==> src/rtl/alu_exc_monitor.sv <==
// alu_exc_monitor
//   Consumes the execute-stage ALU result/status interface. Keeps registered
//   zero/negative/carry flags for branch resolution and turns qualified fault
//   bits into a prioritised exception request held through a req/ack
//   handshake with the exception/stall controller.
//
// Ports
//   clk, reset           clock, synchronous active-high reset
//   valid_in             ALU output belongs to a real instruction
//   control_in[3:0]      ALU control code (2 add, 6 sub, 5 mul, 4 div)
//   mem_access_in        operation is a load/store address computation
//   status_in[7:0]       {zero, mul_ovf, carry, neg, misaligned, div0, rsvd[1:0]}
//   result_in[31:0]      ALU result (captured as bad address)
//   pc_in[31:0]          PC of the instruction
//   exc_ack              controller accepts the pending exception
//   zf, nf, cf           registered condition flags
//   exc_req              exception pending
//   exc_cause[2:0]       0 none, 1 div-by-zero, 2 mul overflow, 3 misaligned
//   exc_epc[31:0]        PC of faulting instruction
//   exc_badaddr[31:0]    result_in at fault
//   exc_missed           sticky: an event was dropped while busy
//   stall                high whenever not idle
//   exc_count            saturating count of accepted exceptions
//
// state  | meaning
// -------+-----------------------------------------------------------
// IDLE   | no exception outstanding, qualified events are accepted
// REQ    | exception presented, waiting for exc_ack
// DRAIN  | one-cycle gap after ack before the next event can be taken
module alu_exc_monitor #(
   parameter int CNT_WIDTH = 8
) (
   input  logic                 clk,
   input  logic                 reset,
   input  logic                 valid_in,
   input  logic [3:0]           control_in,
   input  logic                 mem_access_in,
   input  logic [7:0]           status_in,
   input  logic [31:0]          result_in,
   input  logic [31:0]          pc_in,
   input  logic                 exc_ack,
   output logic                 zf,
   output logic                 nf,
   output logic                 cf,
   output logic                 exc_req,
   output logic [2:0]           exc_cause,
   output logic [31:0]          exc_epc,
   output logic [31:0]          exc_badaddr,
   output logic                 exc_missed,
   output logic                 stall,
   output logic [CNT_WIDTH-1:0] exc_count
);

   typedef enum logic [1:0] {
      S_IDLE  = 2'd0,
      S_REQ   = 2'd1,
      S_DRAIN = 2'd2
   } state_t;

   state_t               r_state;
   state_t               w_state_nxt;
   logic                 r_zf, r_nf, r_cf;
   logic [2:0]           r_cause;
   logic [31:0]          r_epc;
   logic [31:0]          r_badaddr;
   logic                 r_missed;
   logic [CNT_WIDTH-1:0] r_count;

   logic                 w_div, w_mul, w_mis, w_event;
   logic [2:0]           w_cause;
   logic                 w_accept;
   logic                 w_unused;

   // Fault bits only count when the control code says the fault is possible.
   assign w_div   = valid_in & status_in[2] & (control_in == 4'd4);
   assign w_mul   = valid_in & status_in[6] & (control_in == 4'd5);
   assign w_mis   = valid_in & status_in[3] & (control_in == 4'd2) & mem_access_in;
   assign w_event = w_div | w_mul | w_mis;
   assign w_cause = w_div ? 3'd1 : (w_mul ? 3'd2 : (w_mis ? 3'd3 : 3'd0));
   assign w_accept = w_event & (r_state == S_IDLE);

   assign w_unused = &{1'b0, status_in[1:0]};

   // state register
   always_ff @(posedge clk) begin
      if (reset) r_state <= S_IDLE;
      else       r_state <= w_state_nxt;
   end

   // next-state logic
   always_comb begin
      w_state_nxt = r_state;
      case (r_state)
         S_IDLE:  if (w_event) w_state_nxt = S_REQ;
         S_REQ:   if (exc_ack) w_state_nxt = S_DRAIN;
         S_DRAIN: w_state_nxt = S_IDLE;
         default: w_state_nxt = S_IDLE;
      endcase
   end

   // outputs decoded from registered state only
   always_comb begin
      exc_req   = 1'b0;
      exc_cause = 3'd0;
      stall     = 1'b1;
      case (r_state)
         S_IDLE:  stall = 1'b0;
         S_REQ: begin
            exc_req   = 1'b1;
            exc_cause = r_cause;
         end
         default: ;
      endcase
   end

   // flags, exception payload, missed flag and counter
   always_ff @(posedge clk) begin
      if (reset) begin
         r_zf      <= 1'b0;
         r_nf      <= 1'b0;
         r_cf      <= 1'b0;
         r_cause   <= 3'd0;
         r_epc     <= 32'd0;
         r_badaddr <= 32'd0;
         r_missed  <= 1'b0;
         r_count   <= '0;
      end else begin
         if (valid_in) begin
            r_zf <= status_in[7];
            r_nf <= status_in[4];
            r_cf <= status_in[5];
         end
         if (w_accept) begin
            r_cause   <= w_cause;
            r_epc     <= pc_in;
            r_badaddr <= result_in;
            if (r_count != {CNT_WIDTH{1'b1}})
               r_count <= r_count + CNT_WIDTH'(1);
         end
         // A drop on the ack edge must survive the clear.
         if (w_event && (r_state != S_IDLE))
            r_missed <= 1'b1;
         else if ((r_state == S_REQ) && exc_ack)
            r_missed <= 1'b0;
      end
   end

   assign zf          = r_zf;
   assign nf          = r_nf;
   assign cf          = r_cf;
   assign exc_epc     = r_epc;
   assign exc_badaddr = r_badaddr;
   assign exc_missed  = r_missed;
   assign exc_count   = r_count;

endmodule

==> config.mk <==
export PLATFORM = sky130hd
export DESIGN_NAME = alu_exc_monitor
export DESIGN_NICKNAME = d
export VERILOG_FILES = /design/src/rtl/alu_exc_monitor.sv
export SDC_FILE = /design/constraint.sdc
export NUM_CORES = 1
export LEC_CHECK = 0
export CORE_MARGIN = 2
export CORE_UTILIZATION = 42
export DETAILED_ROUTE_END_ITERATION = 12
export PLACE_DENSITY_LB_ADDON = 0.1
export SKIP_CTS_REPAIR_TIMING = 1
export SLEW_MARGIN = 10
export SYNTH_ARGS = -nofsm -noshare
export SYNTH_HDL_FRONTEND = slang
export SYNTH_SLANG_ARGS = --single-unit
==> constraint.sdc <==
create_clock -name clk -period 4.44 [get_ports clk]
set_input_delay 0.888 -clock clk [delete_from_list [all_inputs] [get_ports clk]]
set_output_delay 0.888 -clock clk [all_outputs]
set_load 0.01 [all_outputs]
# After elaboration in Yosys (flattened, before gate mapping)
# Index checks and enable logic that the tools add are counted.
[op_classes]
add_sub_neg = 1
n_eq_ne = 7
n_mux = 11
bitwise_logic = 10
reduce_logical = 7
[op_table]
columns = ["operator", "count"]
rows = [
  ["2-bit 2-to-1 mux", 5],
  ["8-bit by 1-bit adder with 8-bit output, second input constant", 1],
  ["1-bit bitwise AND", 8],
  ["4-bit by 3-bit equality test with 1-bit output, second input constant", 2],
  ["8-bit != test, second input constant", 1],
  ["4-bit by 2-bit equality test with 1-bit output, second input constant", 1],
  ["1-bit 2-to-1 mux", 4],
  ["2-bit != test, second input constant", 2],
  ["2-bit one-hot mux with 2 select lines", 1],
  ["2-bit AND reduction", 2],
  ["2-bit nonzero test", 2],
  ["3-bit 2-to-1 mux", 1],
  ["2-bit by 1-bit equality test with 1-bit output, second input constant", 1],
  ["1-bit logical AND", 2],
  ["2-bit logical NOT", 1],
  ["1-bit bitwise OR", 2],
]
[word_totals]
regBits = 81
inputBits = 81
out_inout_bits = 81
word_cells = 45

# Depth between registers and ports, before layout
[depth]
word_depth = 6
mapped_depth = 7
mapped_depth_nobuf = 6

# Least setup slack after synthesis
# OpenSTA, ideal clock, no wires.
[synth_path]
kind = "input to register"
from = "input port status_in[6]"
to = "register r_badaddr[0] (netlist: exc_badaddr[0])"
setup_time_ns = 0.070
arrival_time_ns = 1.972
required_time_ns = 4.370
slack_ns = 2.398
stages = 7
n_path_buf = 2
path_cell_list = "and2_1 -> o21a_4 -> o21ai_2 -> buf_6 -> buf_2 -> nand2_1 -> a21oi_1"
[synth_between]
elab_chain_len = 5
[synth_rtl]
columns = ["element", "line", "rtl"]
rows = [
  ["start, declared", "38", "input logic [7:0] status_in,"],
  ["1-bit bitwise AND (2 in a row)", "76", "assign w_mul = valid_in & status_in[6] & (control_in == 4'd5);"],
  ["1-bit bitwise OR (2 in a row)", "78", "assign w_event = w_div | w_mul | w_mis;"],
  ["1-bit bitwise AND", "80", "assign w_accept = w_event & (r_state == S_IDLE);"],
  ["end signal, assigned", "136", "r_badaddr <= result_in;"],
  ["end, declared", "65", "logic [31:0] r_badaddr;"],
]
# Every way passes these cells.
# A chain may end at the register's enable or synchronous reset.

# Final worst setup path
[layout_path]
from = "input port valid_in"
to = "register r_badaddr[1] (netlist: exc_badaddr[1])"
[layout_between]
elab_chain_len = 5
word_cells_on_any_way = 10
classes_between = "10 x bitwise"
[layout_rtl]
columns = ["element", "line", "rtl"]
rows = [
  ["start, declared", "35", "input logic valid_in,"],
  ["1-bit bitwise AND (on tied branches) (2 in a row)", "75, 76, 77", ""],
  ["1-bit bitwise OR / 1-bit bitwise AND (equally long branches)", "78, 77", ""],
  ["1-bit bitwise OR *", "78", ""],
  ["1-bit bitwise AND *", "80", ""],
]
# Mark *: on every way between the ends. The rest lies on a longest branch, timed or not.

==> summary.txt <==
Outcome
  – Status: complete, no violations

Detailed routing
  – Antenna violation net count after detailed routing: 0
  – Starting DRC count in detailed routing: 80
  – Via/cell ratio: 4.710
  – Pre-Repair DR Iteration Count: 4
  – Final wirelength: 7.722 mm
  – Total vias in the final route: 2944
  – # DRC: 0
  – WL/cell: 12.36 um

Pwr
  – Leakage: 1.664 nW
  – Combinational share of power: 9.4%
  – Worst vdd ir: 0.2337 mV
  – Sequential power share: 48.8%
  – Final Power: 1.503 mW
  – Sw frac: 20.82%
  – Power Density: 309.1 nW/um^2
  – Reported net switching power: 313.0 uW
  – P_int: 1.190 mW
  – Clock share of power: 41.8%

Cells and area
  – Fin cells: 625
  – Share of cells above drive strength 1: 4.943%
  – Most frequent cells in the layout: clkdlybuf4s50_1, nand2_1, dfxtp_1, a21oi_1, nor2_1
  – Commonest non-fill, non-tap cell in the layout: clkdlybuf4s50_1
  – Fill count: 615
  – Final nets: 604
  – Diodes inserted: 0
  – Area grow syn2layout: 59.83%

Die
  – Die Width: 89.12 um
  – Core area: 7137 sq um
  – Die area: 7941 sq um
  – Row cnt: 31
  – Boundary Pins: 162
  – Chip Height: 89.12 um
  – Initial Util: 42.64%

Global routing
  – First-pass GRT wire length: 11.30 mm
  – M2 GR Usage: 29.70%
  – Most used routing layer: met2
  – Met3 Use GR: 6.002%
  – Initial antenna violation count: 0
  – Grt ovf: 0
  – GRT Util Overall: 18.46%
  – Vias in the first global route: 2471
  – Largest net degree at the start of global routing: 69
  – M1 GR Usage: 21.87%

Timing
  – Slew @ Worst Pin: 0.7532 ns
  – Max-slew violation count: 0
  – Setup total negative slack: 0 ns
  – Period utilisation layout: 65.27%
  – Min cycle time layout: 2.898 ns
  – Hold violation count in the final report: 0
  – Worst relative slew slack: 49.79%
  – Layout Skew: 0.007025 ns
  – F_max: 0.3450 GHz
  – WHS: 0.4532 ns
  – # setup viols final: 0
  – Unrepaired setup endpoints after global routing: no

Yosys
  – Mapped Area: 3043 sq um
  – Yosys top cell area share: 52.63%
  – Yosys top cell by area: dfxtp_1
  – Syn Nets: 455
  – Post-synthesis cell type count: 37
  – Post-synth EDFFs: 0
  – Syn avg cell area: 8.158 sq um
  – Share of async-settable or async-resettable flops after synthesis: 0%
  – Register area share after synthesis: 52.63%
  – Post-Synthesis Cells: 373
  – Main synth FF type: dfxtp_1
  – Register bit total from synthesis: 80
  – Synth area leaders: dfxtp_1, nand2_1, a21oi_1
  – Ys Warns: 0

Worst hold path
  – Worst hold-check path type: reg2reg

Critical path
  – Worst Path Required: 4.71 ns
  – Critical Path Source Type: input port
  – Crit path max fanout: 38
  – Nature of the critical path endpoint: flop
  – Critical path type: in2reg
  – Crit path DAT: 3.16 ns

Clocking
  – Clock transition at the registers of the reported paths: 0.08 ns
  – H-tree depth: 3
  – TritonCTS buffer count: 9
  – Worst-Skew Late Latency: 0.35 ns
  – CTS tree: built
  – CTS max path bufs: 2
  – Num Clock Sinks: 80
  – CTS root buf: clkbuf_8

Place
  – DP HPWL: 5.275 mm
  – # port buffers: 158
  – RD Place Congestion: 0.7623
  – Post-Place Cells: 610

Job
  – Max_cap viols: 0
synth_stat cells, drive strengths merged, types with 2 or more instances:
| cell type | instances |
|---|---|
| nand2 | 133 |
| dfxtp | 80 |
| a21oi | 73 |
| buf | 13 |
| clkbuf | 11 |
| nor2 | 11 |
| nand3 | 6 |
| and2 | 4 |
| o21ai | 4 |
| and3 | 3 |
| inv | 3 |
| mux2i | 3 |
| nor2b | 3 |
| o21a | 3 |
| or3 | 3 |
| xor2 | 3 |
| nor3 | 2 |
| o211ai | 2 |
cell families (layout without fill, tap and decap cells):
| family | count (synthesis) | count (layout) | synth area share [%] |
|---|---|---|---|
| other cells | 1 | 1 | 0.1232 |
| xor+xnor | 3 | 3 | 0.8636 |
| mux | 3 | 3 | 0.9869 |
| buf+inv | 27 | 180 | 5.387 |
| fa+ha+maj | 1 | 1 | 0.4111 |
| flops | 80 | 80 | 52.63 |
| compound gates | 85 | 85 | 15.54 |
| simple gates | 173 | 173 | 24.06 |
state kept, by name, indices dropped and copies added (netlist names):
register / count
r_state: 2
exc_missed: 1
nf: 1
exc_badaddr: 32
r_cause: 2
cf: 1
exc_count: 8
exc_epc: 32
zf: 1
power groups by stage:
stage	logic [mW]	registers [mW]	clock network, mW
after floorplan	0.0401	0.756	0
after global placement	0.141	0.750	0
after detailed placement	0.142	0.751	0
after CTS	0.143	0.734	0.647
after global routing	0.153	0.735	0.670
final	0.141	0.734	0.628
critical path: stages:
cell and delay [ns]:
clkdlybuf4s50_1 0.58, and4bb_4 0.30, o21a_4 0.19, o21a_2 0.65
buf_4 0.33, nand2_1 0.08, a21oi_1 0.12
layer usage:
metal	wire [um]	vias up
met3	718	12
met1	3263	1309
li1	-	1519
met5	0	-
met2	3589	104
met4	150	0
stage by stage:
stage / instance area, sq um / setup slack [ns] / util (%)
after floorplan: 3043 / 2.398 / -
after global placement: 4629 / 1.168 / 64.87
after detailed placement: 4629 / 1.147 / 64.87
after CTS: 4863 / 1.519 / 68.15
after global routing: 4863 / 1.335 / 68.15
final: 4863 / 1.542 / 68.15
cell type report:
type | count | area (sq um) | share of cell area (%)
Multi-Input combinational cell | 266 | 1286 | 26.45
Sequential cell | 80 | 1602 | 32.93
Inverter | 3 | 11.26 | 0.2315
Clock buffer | 10 | 127.6 | 2.624
Clock inverter | 5 | 106.4 | 2.187
Timing Repair Buffer | 162 | 1607 | 33.03
Tap cell | 99 | 123.9 | 2.547
final timing paths:
check	cells past startpoint	slack, ns	startpoint	endpoint
max	7	1.54	valid_in	exc_badaddr[1]$_SDFFE_PP0P_
min	2	0.45	exc_badaddr[10]$_SDFFE_PP0P_	exc_badaddr[10]$_SDFFE_PP0P_
max reg2reg	5	2.42	r_state[1]$_SDFFE_PP0P_	exc_badaddr[1]$_SDFFE_PP0P_
min reg2reg	2	0.45	exc_badaddr[10]$_SDFFE_PP0P_	exc_badaddr[10]$_SDFFE_PP0P_
Note: power is estimated with default switching activity, not from simulation.
